<file path="src/rtl/alu_pkg.sv">
// Shared ALU decoder codes and execution-unit FSM state encoding.
package alu_pkg;

  typedef enum logic [2:0] {
    ALU_ADD = 3'b000,
    ALU_SUB = 3'b001,
    ALU_AND = 3'b010,
    ALU_OR  = 3'b011,
    ALU_ILL = 3'b100,
    ALU_SLT = 3'b101,
    ALU_SLL = 3'b110,
    ALU_SRL = 3'b111
  } alu_ctrl_e;

  typedef enum logic [1:0] {
    S_IDLE = 2'b00,
    S_EXEC = 2'b01,
    S_DONE = 2'b10
  } state_e;

endpackage

</file>
<file path="src/rtl/alu_comb.sv">
// Combinational add/sub/and/or/slt datapath; any other code reports illegal.
module alu_comb
  import alu_pkg::*;
#(
  parameter int XLEN = 32
) (
  input  logic [2:0]      alu_control,
  input  logic [XLEN-1:0] src_a,
  input  logic [XLEN-1:0] src_b,
  output logic [XLEN-1:0] result,
  output logic            legal
);

  always_comb begin
    result = '0;
    legal  = 1'b1;
    case (alu_ctrl_e'(alu_control))
      ALU_ADD: result = src_a + src_b;
      ALU_SUB: result = src_a - src_b;
      ALU_AND: result = src_a & src_b;
      ALU_OR:  result = src_a | src_b;
      ALU_SLT: result = {{(XLEN-1){1'b0}}, ($signed(src_a) < $signed(src_b))};
      default: legal  = 1'b0;
    endcase
  end

endmodule

</file>
<file path="src/rtl/alu_exec_unit.sv">
// Handshaked ALU execution unit: IDLE -> EXEC -> DONE with a registered result.
// Define ALU_SHIFT_EN to add iterative sll/srl (codes 110/111), one bit per EXEC cycle.
module alu_exec_unit
  import alu_pkg::*;
#(
  parameter int XLEN = 32
) (
  input  logic            clk,
  input  logic            rst_n,
  input  logic            in_valid,
  output logic            in_ready,
  input  logic [2:0]      ALUControl,
  input  logic [XLEN-1:0] SrcA,
  input  logic [XLEN-1:0] SrcB,
  output logic            out_valid,
  input  logic            out_ready,
  output logic [XLEN-1:0] ALUResult,
  output logic            Zero,
  output logic            illegal
);

  state_e            state_q, state_d;
  logic [2:0]        op_q, op_d;
  logic [XLEN-1:0]   a_q, a_d;
  logic [XLEN-1:0]   b_q, b_d;
  logic [4:0]        cnt_q, cnt_d;
  logic [XLEN-1:0]   res_q, res_d;
  logic              zero_q, zero_d;
  logic              ill_q, ill_d;

  logic [XLEN-1:0]   comb_result;
  logic              comb_legal;

  alu_comb #(.XLEN(XLEN)) u_alu_comb (
    .alu_control (op_q),
    .src_a       (a_q),
    .src_b       (b_q),
    .result      (comb_result),
    .legal       (comb_legal)
  );

`ifdef ALU_SHIFT_EN
  logic              is_shift;
  logic [XLEN-1:0]   shifted;
  assign is_shift = (op_q == ALU_SLL) || (op_q == ALU_SRL);
  assign shifted  = (op_q == ALU_SLL) ? (a_q << 1) : (a_q >> 1);
`endif

  always_ff @(posedge clk or negedge rst_n) begin
    if (!rst_n) begin
      state_q <= S_IDLE;
      op_q    <= '0;
      a_q     <= '0;
      b_q     <= '0;
      cnt_q   <= '0;
      res_q   <= '0;
      zero_q  <= 1'b1;
      ill_q   <= 1'b0;
    end else begin
      state_q <= state_d;
      op_q    <= op_d;
      a_q     <= a_d;
      b_q     <= b_d;
      cnt_q   <= cnt_d;
      res_q   <= res_d;
      zero_q  <= zero_d;
      ill_q   <= ill_d;
    end
  end

  always_comb begin
    state_d = state_q;
    op_d    = op_q;
    a_d     = a_q;
    b_d     = b_q;
    cnt_d   = cnt_q;
    res_d   = res_q;
    zero_d  = zero_q;
    ill_d   = ill_q;
    case (state_q)
      S_IDLE: begin
        if (in_valid) begin
          op_d    = ALUControl;
          a_d     = SrcA;
          b_d     = SrcB;
          cnt_d   = SrcB[4:0];
          state_d = S_EXEC;
        end
      end
      S_EXEC: begin
        res_d   = comb_result;
        ill_d   = ~comb_legal;
        cnt_d   = '0;
        state_d = S_DONE;
`ifdef ALU_SHIFT_EN
        // The operand register doubles as the shift accumulator; the last
        // step is folded into the result load so n shifts take n EXEC cycles.
        if (is_shift) begin
          ill_d = 1'b0;
          if (cnt_q > 5'd1) begin
            a_d     = shifted;
            cnt_d   = cnt_q - 5'd1;
            res_d   = res_q;
            ill_d   = ill_q;
            state_d = S_EXEC;
          end else begin
            res_d = (cnt_q == 5'd1) ? shifted : a_q;
          end
        end
`endif
        zero_d = (res_d == '0);
      end
      S_DONE: begin
        if (out_ready) begin
          state_d = S_IDLE;
        end
      end
      default: state_d = S_IDLE;
    endcase
  end

  assign in_ready  = (state_q == S_IDLE);
  assign out_valid = (state_q == S_DONE);
  assign ALUResult = res_q;
  assign Zero      = zero_q;
  assign illegal   = ill_q;

endmodule

</file>
<file path="config.mk">
export PLATFORM = sky130hd
export DESIGN_NAME = alu_exec_unit
export DESIGN_NICKNAME = d
export VERILOG_FILES = /design/src/rtl/alu_pkg.sv /design/src/rtl/alu_comb.sv /design/src/rtl/alu_exec_unit.sv
export SDC_FILE = /design/constraint.sdc
export NUM_CORES = 1
export LEC_CHECK = 0
export CAP_MARGIN = 40
export CORE_MARGIN = 4
export CORE_UTILIZATION = 50
export DETAILED_ROUTE_END_ITERATION = 8
export PLACE_DENSITY = 0.73
export RECOVER_POWER = 25
export SLEW_MARGIN = 20
export SYNTH_ARGS = -nofsm -noshare
export SYNTH_HDL_FRONTEND = slang
export SYNTH_SLANG_ARGS = --single-unit
export TNS_END_PERCENT = 100
</file>
<file path="constraint.sdc">
create_clock -name clk -period 5.11 [get_ports clk]
set_clock_uncertainty 0.15 [all_clocks]
set_input_delay 0.7665 -clock clk [delete_from_list [all_inputs] [get_ports clk]]
set_output_delay 0.7665 -clock clk [all_outputs]
set_load 0.02 [all_outputs]
</file>
* Word level (Yosys, flattened, before mapping)
Cells that the tools add are included.
** Word-level totals
- Input bits :: 71
- Bits in registers :: 103
- Word-level logic and storage cells :: 32
- Output and inout port bits :: 36
** Cells by class
- Bitwise gates (word level) :: 3
- Reduce and logical (&&, ||, !) cells :: 6
- Magnitude comparators :: 1
- Eq/ne operators :: 8
- $add $sub $neg :: 2
- Muxes and demuxes :: 5
** Operators with widths (number)
- one-hot mux 32 bit (5 select lines) :: 1
- adder 32 bit :: 1
- bitwise AND 32 bit :: 1
- zero test 32 bit :: 1
- < comparator 32 bit :: 1
- OR 32 bit :: 1
- subtractor 32 bit :: 1
- equality test 3 x 2 -> 1 bit (second input constant) :: 2
- one-hot mux 2 bit (3 select lines) :: 1
- OR reduction 5 bit :: 1
- 2-to-1 mux 2 bit :: 2
- AND reduction 2 bit :: 2
- equality test 3 x 1 -> 1 bit (second input constant) :: 1
- equality test 3 bit (second input constant) :: 1
- zero test 3 bit :: 1
- equality test 2 x 1 -> 1 bit (second input constant) :: 1
- equality test 2 bit (second input constant) :: 1
- zero test 2 bit :: 1
- inequality test 2 x 1 -> 1 bit (second input constant) :: 1
- inequality test 2 bit (second input constant) :: 1
- 2-to-1 mux 1 bit :: 1
- inverter 1 bit :: 1

* Logic depth before layout (Yosys ltp)
- Depth in word-level cells :: 4
- Gate-level depth with buffers :: 15
- Depth with buffers taken out :: 15

* Modules after synthesis
Synthesis repeated with hierarchy kept, for this count alone.
** Second synthesis, totals
- Cell total of the unflattened synthesis :: 912
- Area, all modules :: 8554.5 um^2
** By module, submodules not included
- alu_comb :: area each 4560.6 um^2, seq. area each 0.0 um^2, cells each 678, instances 1
- alu_exec_unit :: area each 3993.8 um^2, seq. area each 2578.7 um^2, cells each 234, instances 1

* Worst setup path before layout
No wires, ideal clock.
- Path type :: flip-flop to flip-flop
- From :: register b_q[0]
- To :: register zero_q (netlist: Zero)
- Required time :: 4.888 ns
- Library setup time :: 0.072 ns
- Buffers on the path :: 0
- Cell stages (with the launch flop) :: 13
- Slack :: 1.201 ns
- Arrival :: 3.688 ns
- Clock period less this slack :: 3.909 ns
- Cell sequence :: dfrtp_1 ha_1 fa_1 a21oi_1 o221ai_2 and3_2 o31ai_2 mux2_2 or4_1 or4_1 nor4_2 nand4_1 o21ai_1
** On the way
- Cells in the longest elaborated chain, start to end :: 3
- Elaborated cells on any way between the ends :: 7
- Classes of those cells :: 2 x add/sub; 1 x order compare; 1 x mux; 2 x bitwise; 1 x reduce/logical
** RTL lines
- start, declared :: line alu_exec_unit.sv:25 : logic [XLEN-1:0] b_q, b_d;
- start signal, assigned :: line alu_exec_unit.sv:54 : b_q <= '0;
- start signal, assigned :: line alu_exec_unit.sv:63 : b_q <= b_d;
- subtractor 32 bit, or another cell as far along :: line alu_comb.sv:19 : ALU_SUB: result = src_a - src_b;
- one-hot mux 32 bit (5 select lines) (*) :: line alu_comb.sv:17 : case (alu_ctrl_e'(alu_control))
- zero test 32 bit (*) :: line alu_exec_unit.sv:111 : zero_d = (res_d == '0);
- end signal, assigned :: line alu_exec_unit.sv:66 : zero_q <= zero_d;
- end, declared :: line alu_exec_unit.sv:28 : logic zero_q, zero_d;
Every way passes the cells marked *; elsewhere a longest branch is shown, timed or not.
A chain may end at the register's enable or synchronous reset.

* Worst setup path in the final report
- From :: register a_q[12]
- To :: register zero_q (netlist: Zero)
** On the way
- Cells in the longest elaborated chain, start to end :: 3
- Elaborated cells on any way between the ends :: 7
- Classes of those cells :: 2 x add/sub; 1 x order compare; 1 x mux; 2 x bitwise; 1 x reduce/logical
** RTL lines
- start, declared :: line alu_exec_unit.sv:24 : logic [XLEN-1:0] a_q, a_d;
- start signal, assigned :: line alu_exec_unit.sv:53 : a_q <= '0;
- start signal, assigned :: line alu_exec_unit.sv:62 : a_q <= a_d;
- subtractor 32 bit, or another cell as far along :: line alu_comb.sv:19
- one-hot mux 32 bit (5 select lines) (*) :: line alu_comb.sv:17
- zero test 32 bit (*) :: line alu_exec_unit.sv:111
Marked as above.

==> results.toml <==
[outcome]
status = "finished, violations left"
violations = "capacitance limit, slew limit"

[floorplan]
coreArea_um2 = 17960
dieArea_um2 = 20430
start_util_pct = 50.68
rows = 49
die_w_um = 142.9
ioPinCount = 107
die_h_um = 142.9

[job]
max_cap_viol_count = 2

[clock_tree]
clock_sinks = 103
htree_levels = 3
cts.clk_slew.worst_paths_ns = 0.08
cts_resized = 0
hold_buffers = 0
worstSkewPairLatency_ns = 0.36
cts_tree = "built"
numCtsBuffers = 9
root_buffer = "clkbuf_16"
cts_max_path_buffers = 2
post_cts_buffers = 0

[critical_path]
crit_type = "reg2reg"
worstSetupEndpoint = "Zero$_DFFE_PN1N_"
reg2reg_slack_ns = 0.60
timing.rr.end = "Zero$_DFFE_PN1N_"
cp-end-kind = "register"
reg2reg_depth = 13
critPathLaunchType = "register"
cp.required_ns = 5.25
reg2reg_from = "a_q[12]$_DFFE_PN0P_"
setup.worst_path.start = "a_q[12]$_DFFE_PN0P_"
cp_max_fo = 12
arrival_ns = 4.65

[logic_synthesis]
synth-edff-count = 0
syn_area_per_cell_um2 = 7.986
synth_seq_area_share_pct = 28.33
yosysUniqueCellTypes = 89
synth-seq-cells = 103
ys_warn_count = 0
synthArstFlopShare_pct = 100.0
synthFlopType = "dfrtp_1"
syn_nets = 1322
synth_area_um2 = 9104
netlist_instances = 1140

[layout]
drive_above_1_share_pct = 6.297
post-route-util_pct = 58.82
diodes = 0
area_delta_synth_final_pct = 16.07
nNetsFinal = 1384

[sta]
slew_violations = 71
grt_setup_unrepaired = "false"
min_period_ns = 4.510
fin_tns_setup_ns = 0
clock.fmax_mhz = 221.7
finalCritPeriodShare_pct = 88.25
setup_viol = 0
hold_viol = 0
tightest_slew_ns = 1.851
maxSlewHeadroom_pct = -23.38

[detailed_routing]
drt-pass1-iter-count = 6
wl_per_cell_um = 19.36
vias = 8708
first_iter_violations = 904
viasPerCell = 6.064
post-route-drc-count = 0
ant_nets = 0
routed_wl_mm = 27.81

[grt]
grt_usage_pct = 27.04
grt_pass1_wl_mm = 43.44
overflow = 0
grt_start_max_net_pins = 98
grt_pass1_vias = 7893
grt_antenna_before_repair = 0

[placed_design]
io_buffers = 106
hpwlAfterDp_mm = 21.40
gp_congestion = 0.9995

[hold_path]
hp-class = "reg2reg"
==> worst max-delay path: stages, from the launching register on <==
cell	delay (ns)
dfrtp_1	0.41
inv_1	0.08
ha_1	0.50
nor4_4	0.45
nand2_1	0.11
a211oi_2	0.41
nor3_4	0.09
a311oi_1	0.58
a2111oi_0	0.30
o41ai_1	0.61
o2111ai_1	0.25
nor4_2	0.22
nand4_1	0.13
o21ai_1	0.14
==> area by class of cell <==
type | instances | area, um2
Timing Repair Buffer | 119 | 1174
Inverter | 100 | 375.4
Clock buffer | 10 | 229.0
Sequential cell | 103 | 2580
Multi-Input combinational cell | 869 | 5854
Tap cell | 229 | 286.5
Fill cell | 1646 | 7397
Clock inverter | 6 | 67.56
==> how the worst min path moves through the flow <==
stage | depth (start not counted) | slack, ns | startpoint | end
after floorplan | 0 | 0.32 | rst_n | ALUResult[0]$_DFFE_PN0N_
after detailed placement | 2 | 0.32 | ALUResult[25]$_DFFE_PN0N_ | ALUResult[25]$_DFFE_PN0N_
after global routing | 2 | 0.36 | Zero$_DFFE_PN1N_ | Zero$_DFFE_PN1N_
after global placement | 2 | 0.31 | ALUResult[27]$_DFFE_PN0N_ | ALUResult[27]$_DFFE_PN0N_
final | 2 | 0.33 | ALUResult[25]$_DFFE_PN0N_ | ALUResult[25]$_DFFE_PN0N_
after CTS | 1 | 0.21 | rst_n | b_q[28]$_DFFE_PN0P_
==> cells in the final DEF, fill, tap and decap left out, types with 11 or more instances in the layout <==
cell,instances
a21oi_1,82
mux2_2,12
a21o_1,12
ha_1,109
nand2_1,157
clkdlybuf4s50_1,105
o21ai_0,136
inv_1,94
xnor2_1,19
a211oi_1,22
dfrtp_1,101
nand2b_1,11
nand3_1,19
nor3_1,23
nor2_1,64
o211ai_1,19
==> kinds of logic after synthesis <==
| logic type | share of synthesized area (%) |
|---|---|
| adder cells (fa/ha/maj) | 15.42 |
| flip-flops | 28.33 |
| AO/OA/AOI/OAI | 26.90 |
| multiplexers | 2.611 |
| buffers and inverters | 7.476 |
| AND/OR/NAND/NOR | 17.34 |
| XOR/XNOR | 1.924 |
==> state kept, by name (all words and copies together) (netlist names) <==
signal / flops
ALUResult: 32
a_q: 32
b_q: 32
op_q: 3
state_q: 2
Zero: 1
illegal: 1
==> per-layer routing <==
metal  track usage, %  vias to the layer above  routed length [um]
met5                0                        -                   0
met4            6.853                        0                 544
met3            4.454                       47                2330
met2            40.53                      398               11850
met1            40.62                     4113               13080
li1                 -                     4150                   -
==> cell usage after synthesis (10+ instances only) <==
cell type	count	area, um2
mux2_2	12	135.1
inv_1	94	352.8
dfrtp_1	102	2552
clkbuf_1	40	150.1
nor2b_1	10	62.56
nand4_1	10	62.56
nand3_1	19	95.09
nand2_1	157	589.3
nand2b_1	12	75.07
buf_2	18	90.09
nor3_1	23	115.1
o211ai_1	19	142.6
a21oi_1	82	410.4
a211oi_1	22	165.2
xnor2_1	19	166.4
a21o_1	12	90.09
ha_1	109	1364
o21ai_0	136	680.7
nor2_1	65	244.0
==> per-stage QoR <==
| step | hold WS (ns) | instance area (um2) | worst slack [ns] | std cells |
|---|---|---|---|---|
| floorplan | 0.3209 | 9104 | 1.201 | 1140 |
| global placement | 0.3138 | 10250 | 0.8210 | 1418 |
| detailed placement | 0.3189 | 10270 | 0.6966 | 1419 |
| CTS | 0.2103 | 10570 | 0.6833 | 1435 |
| global route | 0.3560 | 10570 | 0.4169 | 1436 |
| finish | 0.3309 | 10570 | 0.6003 | 1436 |
Power is left out: the tool's default activity adds up to more than one toggle a clock period on the data nets, which glitch-free logic cannot reach.
